File: src/rtl/sent_pkg.sv
// SENT parameter frame constants, field limits and shared types.
// Shared by the parameter parser and its field validator.
package sent_pkg;

  localparam logic [3:0] SENT_ERR_NONE  = 4'd0;
  localparam logic [3:0] SENT_ERR_CHAN  = 4'd1;
  localparam logic [3:0] SENT_ERR_TICK  = 4'd2;
  localparam logic [3:0] SENT_ERR_LOW   = 4'd3;
  localparam logic [3:0] SENT_ERR_PMODE = 4'd4;
  localparam logic [3:0] SENT_ERR_PLEN  = 4'd5;
  localparam logic [3:0] SENT_ERR_CRC   = 4'd6;
  localparam logic [3:0] SENT_ERR_DLEN  = 4'd7;
  localparam logic [3:0] SENT_ERR_LEN   = 4'd8;

  localparam logic [7:0] SENT_PAUSE_NONE     = 8'd0;
  localparam logic [7:0] SENT_PAUSE_FIXED    = 8'd1;
  localparam logic [7:0] SENT_PAUSE_ADAPTIVE = 8'd2;

  localparam logic [7:0]  SENT_TICK_US_MIN   = 8'd3;
  localparam logic [7:0]  SENT_TICK_US_MAX   = 8'd90;
  localparam logic [7:0]  SENT_LOW_TICKS_MIN = 8'd4;
  localparam logic [15:0] SENT_PLEN_MIN      = 16'd12;
  localparam logic [15:0] SENT_PLEN_MAX      = 16'd768;
  localparam logic [7:0]  SENT_CRC_MAX       = 8'd1;
  localparam logic [7:0]  SENT_DLEN_MIN      = 8'd1;
  localparam logic [7:0]  SENT_DLEN_MAX      = 8'd6;

  localparam logic [2:0] SENT_WORD_CH     = 3'd0;
  localparam logic [2:0] SENT_WORD_TIMING = 3'd1;
  localparam logic [2:0] SENT_WORD_FMT    = 3'd2;
  localparam logic [2:0] SENT_WORD_DATA   = 3'd3;
  localparam logic [2:0] SENT_WORD_SAT    = 3'd4;

  typedef struct packed {
    logic [7:0]  channel;
    logic [7:0]  tick_us;
    logic [7:0]  low_ticks;
    logic [7:0]  pause_mode;
    logic [15:0] pause_len;
    logic [7:0]  crc_mode;
    logic [3:0]  status;
    logic [7:0]  data_len;
    logic [23:0] data;
  } sent_fields_t;

  typedef struct packed {
    logic [7:0]  channel;
    logic [7:0]  low_ticks;
    logic [1:0]  pause_mode;
    logic [9:0]  pause_len;
    logic        crc_mode;
    logic [3:0]  status;
    logic [2:0]  data_len;
    logic [23:0] data;
  } sent_cfg_t;

  function automatic logic [23:0] sent_data_mask(input logic [7:0] len);
    logic [23:0] m;
    case (len)
      8'd1:    m = 24'hF00000;
      8'd2:    m = 24'hFF0000;
      8'd3:    m = 24'hFFF000;
      8'd4:    m = 24'hFFFF00;
      8'd5:    m = 24'hFFFFF0;
      default: m = 24'hFFFFFF;
    endcase
    return m;
  endfunction

endpackage

File: src/rtl/sent_param_check.sv
// Combinational SENT parameter validator.
// Returns the lowest failing cause; a bad frame length overrides all.
module sent_param_check
  import sent_pkg::*;
#(
  parameter int NUM_CH = 8
) (
  input  logic [7:0]  channel,
  input  logic [7:0]  tick_us,
  input  logic [7:0]  low_ticks,
  input  logic [7:0]  pause_mode,
  input  logic [15:0] pause_len,
  input  logic [7:0]  crc_mode,
  input  logic [7:0]  data_len,
  input  logic        len_ok,
  output logic [3:0]  err_code
);

  localparam logic [8:0] NUM_CH_W = 9'(NUM_CH);

  logic plen_bad;

  always_comb begin
    plen_bad = (pause_len < SENT_PLEN_MIN) ||
               (pause_len > SENT_PLEN_MAX);
    err_code = SENT_ERR_NONE;
    if (!len_ok)
      err_code = SENT_ERR_LEN;
    else if ({1'b0, channel} >= NUM_CH_W)
      err_code = SENT_ERR_CHAN;
    else if ((tick_us < SENT_TICK_US_MIN) ||
             (tick_us > SENT_TICK_US_MAX))
      err_code = SENT_ERR_TICK;
    else if (low_ticks < SENT_LOW_TICKS_MIN)
      err_code = SENT_ERR_LOW;
    else if (pause_mode > SENT_PAUSE_ADAPTIVE)
      err_code = SENT_ERR_PMODE;
    else if ((pause_mode != SENT_PAUSE_NONE) && plen_bad)
      err_code = SENT_ERR_PLEN;
    else if (crc_mode > SENT_CRC_MAX)
      err_code = SENT_ERR_CRC;
    else if ((data_len < SENT_DLEN_MIN) ||
             (data_len > SENT_DLEN_MAX))
      err_code = SENT_ERR_DLEN;
  end

endmodule

File: src/rtl/sent_param_parser.sv
// Multi-channel SENT parameter frame parser: capture, validate,
// convert tick length to clock cycles, emit config or error strobe.
module sent_param_parser
  import sent_pkg::*;
#(
  parameter int ID_SENT_PARAM = 2,
  parameter int CLK_FREQ      = 100000000,
  parameter int NUM_CH        = 8,
  parameter int TICK_CNT_W    = 20
) (
  input  logic                  clk,
  input  logic                  rst,
  input  logic [31:0]           rx_axis_udp_tdata,
  input  logic                  rx_axis_udp_tvalid,
  input  logic                  rx_axis_udp_tlast,
  input  logic [7:0]            rx_axis_udp_tuser,
  output logic                  cfg_vld,
  output logic [7:0]            cfg_channel,
  output logic [TICK_CNT_W-1:0] cfg_tick_cycles,
  output logic [7:0]            cfg_low_ticks,
  output logic [1:0]            cfg_pause_mode,
  output logic [9:0]            cfg_pause_len,
  output logic                  cfg_crc_mode,
  output logic [3:0]            cfg_status,
  output logic [2:0]            cfg_data_len,
  output logic [23:0]           cfg_data,
  output logic                  cfg_err,
  output logic [3:0]            cfg_err_code,
  output logic [15:0]           cnt_ok,
  output logic [15:0]           cnt_err
);

  localparam logic [7:0] ID_W = 8'(ID_SENT_PARAM);
  localparam logic [TICK_CNT_W-1:0] MULT_W =
    TICK_CNT_W'(CLK_FREQ / 1000000);

  // input register
  logic        in_vld_q, in_vld_d;
  logic        in_last_q, in_last_d;
  logic [31:0] in_data_q, in_data_d;
  logic [7:0]  in_user_q, in_user_d;

  always_comb begin
    in_vld_d  = rx_axis_udp_tvalid;
    in_last_d = rx_axis_udp_tlast;
    in_data_d = rx_axis_udp_tdata;
    in_user_d = rx_axis_udp_tuser;
  end

  always_ff @(posedge clk) begin
    if (!rst) begin
      in_vld_q  <= 1'b0;
      in_last_q <= 1'b0;
      in_data_q <= '0;
      in_user_q <= '0;
    end else begin
      in_vld_q  <= in_vld_d;
      in_last_q <= in_last_d;
      in_data_q <= in_data_d;
      in_user_q <= in_user_d;
    end
  end

  // word counter, frame id and field holding registers
  logic [2:0]   wcnt_q, wcnt_d;
  logic         id_ok_q, id_ok_d;
  logic         done_q, done_d;
  logic         len_ok_q, len_ok_d;
  logic         id_now;
  sent_fields_t fld_q, fld_d;

  always_comb begin
    wcnt_d   = wcnt_q;
    id_ok_d  = id_ok_q;
    fld_d    = fld_q;
    done_d   = 1'b0;
    len_ok_d = len_ok_q;
    id_now   = (wcnt_q == SENT_WORD_CH) ?
               (in_user_q == ID_W) : id_ok_q;
    if (in_vld_q) begin
      id_ok_d  = id_now;
      done_d   = in_last_q && id_now;
      len_ok_d = (wcnt_q == SENT_WORD_DATA);
      if (in_last_q)
        wcnt_d = '0;
      else if (wcnt_q != SENT_WORD_SAT)
        wcnt_d = wcnt_q + 3'd1;
      unique case (wcnt_q)
        SENT_WORD_CH: fld_d.channel = in_data_q[7:0];
        SENT_WORD_TIMING: begin
          fld_d.tick_us         = in_data_q[31:24];
          fld_d.low_ticks       = in_data_q[23:16];
          fld_d.pause_mode      = in_data_q[15:8];
          fld_d.pause_len[15:8] = in_data_q[7:0];
        end
        SENT_WORD_FMT: begin
          fld_d.pause_len[7:0] = in_data_q[31:24];
          fld_d.crc_mode       = in_data_q[23:16];
          fld_d.status         = in_data_q[11:8];
          fld_d.data_len       = in_data_q[7:0];
        end
        SENT_WORD_DATA: fld_d.data = in_data_q[31:8];
        default: ;
      endcase
    end
  end

  always_ff @(posedge clk) begin
    if (!rst) begin
      wcnt_q   <= '0;
      id_ok_q  <= 1'b0;
      done_q   <= 1'b0;
      len_ok_q <= 1'b0;
      fld_q    <= '0;
    end else begin
      wcnt_q   <= wcnt_d;
      id_ok_q  <= id_ok_d;
      done_q   <= done_d;
      len_ok_q <= len_ok_d;
      fld_q    <= fld_d;
    end
  end

  logic [3:0] chk_code;

  sent_param_check #(
    .NUM_CH (NUM_CH)
  ) u_check (
    .channel    (fld_q.channel),
    .tick_us    (fld_q.tick_us),
    .low_ticks  (fld_q.low_ticks),
    .pause_mode (fld_q.pause_mode),
    .pause_len  (fld_q.pause_len),
    .crc_mode   (fld_q.crc_mode),
    .data_len   (fld_q.data_len),
    .len_ok     (len_ok_q),
    .err_code   (chk_code)
  );

  // validate/multiply register
  logic                  v_vld_q, v_vld_d;
  logic [3:0]            v_code_q, v_code_d;
  logic [TICK_CNT_W-1:0] v_tick_q, v_tick_d;
  sent_cfg_t             v_cfg_q, v_cfg_d;

  always_comb begin
    v_vld_d            = done_q;
    v_code_d           = chk_code;
    v_tick_d           = TICK_CNT_W'(fld_q.tick_us) * MULT_W;
    v_cfg_d.channel    = fld_q.channel;
    v_cfg_d.low_ticks  = fld_q.low_ticks;
    v_cfg_d.pause_mode = fld_q.pause_mode[1:0];
    v_cfg_d.pause_len  = fld_q.pause_len[9:0];
    v_cfg_d.crc_mode   = fld_q.crc_mode[0];
    v_cfg_d.status     = fld_q.status;
    v_cfg_d.data_len   = fld_q.data_len[2:0];
    v_cfg_d.data       = fld_q.data &
                         sent_data_mask(fld_q.data_len);
  end

  always_ff @(posedge clk) begin
    if (!rst) begin
      v_vld_q  <= 1'b0;
      v_code_q <= '0;
      v_tick_q <= '0;
      v_cfg_q  <= '0;
    end else begin
      v_vld_q  <= v_vld_d;
      v_code_q <= v_code_d;
      v_tick_q <= v_tick_d;
      v_cfg_q  <= v_cfg_d;
    end
  end

  // output register and status counters
  logic                  vld_q, vld_d;
  logic                  err_q, err_d;
  logic [3:0]            code_q, code_d;
  logic [TICK_CNT_W-1:0] tick_q, tick_d;
  sent_cfg_t             cfg_q, cfg_d;
  logic [15:0]           ok_q, ok_d;
  logic [15:0]           bad_q, bad_d;
  logic                  accept;

  always_comb begin
    accept = v_vld_q && (v_code_q == SENT_ERR_NONE);
    vld_d  = accept;
    err_d  = v_vld_q && !accept;
    code_d = code_q;
    tick_d = tick_q;
    cfg_d  = cfg_q;
    ok_d   = ok_q;
    bad_d  = bad_q;
    if (accept) begin
      tick_d = v_tick_q;
      cfg_d  = v_cfg_q;
      if (ok_q != 16'hFFFF)
        ok_d = ok_q + 16'd1;
    end
    if (err_d) begin
      code_d = v_code_q;
      if (bad_q != 16'hFFFF)
        bad_d = bad_q + 16'd1;
    end
  end

  always_ff @(posedge clk) begin
    if (!rst) begin
      vld_q  <= 1'b0;
      err_q  <= 1'b0;
      code_q <= '0;
      tick_q <= '0;
      cfg_q  <= '0;
      ok_q   <= '0;
      bad_q  <= '0;
    end else begin
      vld_q  <= vld_d;
      err_q  <= err_d;
      code_q <= code_d;
      tick_q <= tick_d;
      cfg_q  <= cfg_d;
      ok_q   <= ok_d;
      bad_q  <= bad_d;
    end
  end

  assign cfg_vld         = vld_q;
  assign cfg_err         = err_q;
  assign cfg_err_code    = code_q;
  assign cfg_tick_cycles = tick_q;
  assign cfg_channel     = cfg_q.channel;
  assign cfg_low_ticks   = cfg_q.low_ticks;
  assign cfg_pause_mode  = cfg_q.pause_mode;
  assign cfg_pause_len   = cfg_q.pause_len;
  assign cfg_crc_mode    = cfg_q.crc_mode;
  assign cfg_status      = cfg_q.status;
  assign cfg_data_len    = cfg_q.data_len;
  assign cfg_data        = cfg_q.data;
  assign cnt_ok          = ok_q;
  assign cnt_err         = bad_q;

endmodule

File: config.mk
export PLATFORM = sky130hd
export DESIGN_NAME = sent_param_parser
export DESIGN_NICKNAME = d
export VERILOG_FILES = /design/src/rtl/sent_pkg.sv /design/src/rtl/sent_param_check.sv /design/src/rtl/sent_param_parser.sv
export SDC_FILE = /design/constraint.sdc
export NUM_CORES = 1
export LEC_CHECK = 0
export BUFFER_PORTS_ARGS = -buffer_cell sky130_fd_sc_hd__buf_2
export CAP_MARGIN = 25
export CORE_MARGIN = 10
export CORE_UTILIZATION = 50
export CTS_BUF_LIST = sky130_fd_sc_hd__clkbuf_8
export CTS_CLUSTER_DIAMETER = 40
export DETAILED_ROUTE_END_ITERATION = 8
export GPL_ROUTABILITY_DRIVEN = 0
export GPL_TIMING_DRIVEN = 0
export PLACE_DENSITY = 0.77
export SLEW_MARGIN = 20
export SYNTH_ARGS = -nofsm -noshare
export SYNTH_HDL_FRONTEND = slang
export SYNTH_SLANG_ARGS = --single-unit
export TNS_END_PERCENT = 10
File: constraint.sdc
create_clock -name clk -period 3.9 [get_ports clk]
set_input_delay 0.78 -clock clk [delete_from_list [all_inputs] [get_ports clk]]
set_output_delay 0.78 -clock clk [all_outputs]
set_load 0.05 [all_outputs]
; Word level (Yosys, flattened, before mapping)
; Index checks and enable logic that the tools add are counted.
[op_classes]
bitwise = 3
n_eq_ne = 12
mux = 12
n_reduce_logical = 23
n_addsub = 3
mul = 1
magnitude_cmp = 10
[ops]
columns = operator, n
row1 = $pmux W20 S5, 1
row2 = $add A16 B1 Y16 const B, 2
row3 = $ne A16 B16 Y1 const B, 2
row4 = $mux W4, 7
row5 = $and A24 B24 Y24, 1
row6 = $eq A8 B2 Y1 const B, 3
row7 = $reduce_and A2 Y1, 9
row8 = $eq A8 B3 Y1 const B, 2
row9 = $gt A16 B10 Y1 const B, 1
row10 = $lt A16 B4 Y1 const B, 1
row11 = $mul A8 B5 Y13 const B, 1
row12 = $mux W3, 3
row13 = $eq A8 B1 Y1 const B, 1
row14 = $ge A8 B4 Y1 const B, 1
row15 = $gt A8 B1 Y1 const B, 1
row16 = $gt A8 B2 Y1 const B, 1
row17 = $gt A8 B3 Y1 const B, 1
row18 = $gt A8 B7 Y1 const B, 1
row19 = $lt A8 B1 Y1 const B, 1
row20 = $lt A8 B2 Y1 const B, 1
row21 = $lt A8 B3 Y1 const B, 1
row22 = $reduce_bool A8 Y1, 1
row23 = $eq A3 B2 Y1 const B, 2
row24 = $reduce_or A5 Y1, 1
row25 = 12 further kinds, 18
[word_totals]
out_inout_bits = 118
ff_bits = 343
in_bits = 44
elab_cells = 111

; Longest topological paths before layout
[logic_depth]
word_depth = 10
mapped_depth = 12
ltp_nobuf = 12

; Cells and area by module
; Synthesis repeated with hierarchy kept, for this count alone.
[unflattened]
cells_unflattened = 1385
area_unflattened_um2 = 12225.5
[by_module_without_submodules]
columns = mod, area_per_inst_um2, seq_area_each_um2, cells_each, instances
row1 = sent_param_parser, 11936.4, 6586.3, 1341, 1
row2 = sent_param_check, 289.0, 0.0, 44, 1

; Worst setup path before layout
; Ideal clock, no wire load.
[synth_timing]
kind = register to register
from = register fld_q[80] in the netlist's numbering
to = register v_tick_q[13]
t_arrival_ps = 2696
setup_ps = 130
n_path_buf = 0
required_time_ps = 3770
setup_slack_ps = 1074
period_less_slack_ps = 2826
stages_incl_launch_ff = 11
path_cell_list = dfxtp_1 ha_1 ha_1 inv_1 fa_1 inv_1 ha_1 o21a_1 a2111oi_0 o21ai_0 nor3b_1
[synth_between]
elab_chain_len = 1
[synth_lines]
columns = element, line
row1 = start: declaration, sent_param_parser.sv:70  ; sent_fields_t fld_q, fld_d;
row2 = start signal: assignment, sent_param_parser.sv:120  ; fld_q <= fld_d;
row3 = $mul A8 B5 Y13, sent_param_parser.sv:149  ; v_tick_d = TICK_CNT_W'(fld_q.tick_us) * MULT_W;
row4 = end signal: assignment, sent_param_parser.sv:170  ; v_tick_q <= v_tick_d;
row5 = end: declaration, sent_param_parser.sv:143  ; logic [TICK_CNT_W-1:0] v_tick_q, v_tick_d;
; No other way between the ends.
; A chain may end at the register's enable or synchronous reset.

; Worst setup path after layout
[layout_timing]
from = register fld_q[79] in the netlist's numbering
to = register v_tick_q[14]
; Same word-level chain as after synthesis.

==> impl_metrics.py <==
metrics = {
    "grt": {
        "grt_pass1_wl_um": 48790,
        "use_met1_pct": 24.25,
        "grt_max_degree": 14,
        "grt_pass1_vias": 9472,
        "grt-busiest-layer": "met2",
        "grt_usage_pct": 19.34,
        "grt_antenna_before_repair": 1,
        "use_met3_pct": 5.062,
        "grt_use_met2_pct": 30.72,
        "grt-ovfl-total": 0,
    },
    "clocking": {
        "cts.sinks": 329,
        "insertion_delay_ns": 0.58,
        "cts_buffers": 51,
        "path_clk_slew_ns": 0.06,
        "cts.path.max_buffers": 3,
        "cts_htree_levels": 2,
        "root_buffer": "clkbuf_8",
        "tritoncts": "done",
        "hold_buffers": 0,
    },
    "final_layout": {
        "fill_cells": 2087,
        "nNetsFinal": 1687,
        "drive_gt1_share_pct": 17.25,
        "antenna_cells": 0,
        "layout-area-overhead-vs-synth_pct": 18.96,
    },
    "die": {
        "core_sq_um": 24180,
        "io_pins": 162,
        "rows": 57,
        "die_w_um": 176.1,
        "initial_core_util_pct": 50.40,
        "dieHeight_um": 176.1,
        "die_area_sq_um": 31010,
    },
    "logic_synthesis": {
        "synth-edff-count": 0,
        "yosysTopAreaCellShare_pct": 54.05,
        "ys_ff_latch": 329,
        "avgSynthCellArea_sq_um": 8.811,
        "synth_common_cells": "nand2_1 (347), dfxtp_1 (329), a21oi_1 (180), and2_1 (93), nor2_1 (78)",
        "netlist_instances": 1383,
        "yosysMostFrequentCell": "nand2_1",
        "synth-main-ff-cell": "dfxtp_1",
        "yosysSeqAreaShare_pct": 54.05,
        "synthTopCellsByArea": "dfxtp_1 (54%), nand2_1 (11%), a21oi_1 (7.4%)",
        "async_flop_share_pct": 0,
        "netlist_area_sq_um": 12190,
        "yosys.area.top_type": "dfxtp_1",
        "synth.distinct_cells": 58,
        "synth_warnings": 0,
    },
    "routing": {
        "wire_per_inst_um": 15.86,
        "drt-pass1-iter-count": 5,
        "drt_iter0_markers": 747,
        "drc": 0,
        "drt_wl_total_um": 31080,
        "antenna_left": 0,
        "vias_per_cell": 5.076,
        "vias": 9944,
    },
    "critical_path": {
        "worstSetupPathType": "flip-flop to flip-flop",
        "required_ns": 4.33,
        "crit_path_end_kind": "flip-flop",
        "crit_fanout": 6,
        "cp-start-kind": "flip-flop",
        "cp.arrival_ns": 4.02,
    },
    "sta": {
        "skew_ns": 0.02072,
        "rsz0062_at_grt": "false",
        "fin_crit_sh_pct": 92.08,
        "fmax_mhz": 278.5,
        "worst_slack_ns": 0.3089,
        "worstMarginPinSlew_ns": 0.8749,
        "maxSlewViolCount": 0,
        "hold_viol": 0,
        "slew_headroom_pct": 41.68,
        "setup_violations": 0,
        "fin_tns_setup_ns": 0,
        "period_needed_ns": 3.591,
    },
    "placement": {
        "dp.final_hpwl_um": 23180,
        "dp_slack_ns": 0.1990,
        "portBuffers": 154,
    },
    "power_and_ir_drop": {
        "power-per-cell-area_nw_per_um2": 458.2,
        "peakVddDrop_mv": 0.2631,
        "p_leak_nw": 5.948,
    },
    "job": {
        "maxCapViolCount": 0,
    },
    "worst_hold_path": {
        "hold_path.class": "input pin to flip-flop",
    },
    "status": {
        "status": "finished, final reports clean",
    },
}
where the power goes:
part | total (mW) | leakage, nW | switching, mW | internal (mW)
combinational | 0.190 | 2.66 | 0.129 | 0.0613
clock | 3.02 | 0.621 | 1.30 | 1.72
sequential | 3.43 | 2.66 | 0.0357 | 3.40
routing by layer:
layer	up-vias	part of all wire [%]	wire, um
li1	4954	-	-
met1	4539	43	13360
met2	370	45	13870
met3	81	8.4	2617
met4	0	4.0	1228
met5	-	0	0
placed cells by master (no fill, tap or decap), drive strengths merged, types with 4 or more instances in the layout:
cell type	count
nand2	348
dfxtp	329
buf	186
a21oi	180
clkbuf	117
and2	93
nor2	78
inv	53
ha	44
xnor2	27
nand3	24
nor4	23
nor3	19
o21ai	14
nand4	9
and3	8
conb	7
xor2	5
clkinv	5
o211ai	4
o31ai	4
nand2b	4
or2	4
kinds of logic (layout without fill, tap and decap cells):
kind of cell / after synthesis / in the layout / share of synthesized area [%]
other: 1 / 7 / 0.03077
adder cells (fa/ha/maj): 48 / 48 / 5.093
AND/OR/NAND/NOR: 625 / 625 / 24.02
flip-flops: 329 / 329 / 54.05
buffers and inverters: 120 / 366 / 4.158
XOR/XNOR: 32 / 32 / 2.300
multiplexers: 3 / 3 / 0.2464
AO/OA/AOI/OAI: 225 / 225 / 10.10
per-stage QoR:
stage	instance area (sq um)	hold slack, ns	total power [mW]	instances	utilization, %
after CTS	14490	0.3852	6.684	1959	59.92
after global placement	13380	0.4219	3.687	1867	55.36
after detailed placement	13380	0.4248	3.692	1867	55.36
after global routing	14500	0.3990	6.855	1959	59.95
after floorplan	12210	0.4086	3.607	1389	-
final	14500	0.4095	6.642	1959	59.95
worst max-delay path: stages (launching register included):
cell,delay [ns]
dfxtp_1,0.46
inv_1,0.12
ha_1,0.30
ha_1,0.32
fa_1,0.46
ha_1,0.34
nor2b_1,0.16
o21ai_0,0.24
a21oi_1,0.17
o41ai_2,0.40
mux2i_1,0.48
path summary, 6_finish.rpt:
check	slack [ns]	end	startpoint	depth (start not counted)
worst max-delay path	0.31	v_tick_q[14]$_SDFF_PN0_	fld_q[79]$_SDFFE_PN0P_	10
worst max register to register	0.31	v_tick_q[14]$_SDFF_PN0_	fld_q[79]$_SDFFE_PN0P_	10
worst min register to register	0.43	cfg_tick_cycles[2]$_SDFFE_PN0P_	v_tick_q[2]$_SDFF_PN0_	2
worst min-delay path	0.41	in_user_q[6]$_SDFF_PN0_	rx_axis_udp_tuser[6]	2
sequential cells by signal (all words and copies together) (netlist names), 8 cells and up:
register,flops
fld_q,92
v_cfg_q,60
in_data_q,32
cfg_data,24
cnt_err,16
cnt_ok,16
cfg_tick_cycles,13
v_tick_q,13
cfg_pause_len,10
cfg_channel,8
cfg_low_ticks,8
in_user_q,8
area by class of cell:
| class | instances | area, sq um | area share [%] |
|---|---|---|---|
| Buffer | 83 | 367.9 | 2.538 |
| Clock inverter | 26 | 195.2 | 1.347 |
| Clock buffer | 66 | 908.4 | 6.267 |
| Multi-Input combinational cell | 940 | 5122 | 35.34 |
| Tap cell | 324 | 405.4 | 2.797 |
| Sequential cell | 329 | 6586 | 45.44 |
| Timing Repair Buffer | 154 | 770.7 | 5.317 |
| Inverter | 37 | 138.9 | 0.9581 |
timing repair:
item	4_1_cts	5_1_grt
buffers inserted	0	0
endpoints found under the setup margin	0	1
gates resized for setup	0	1
Power figures use the tool's default switching activity.
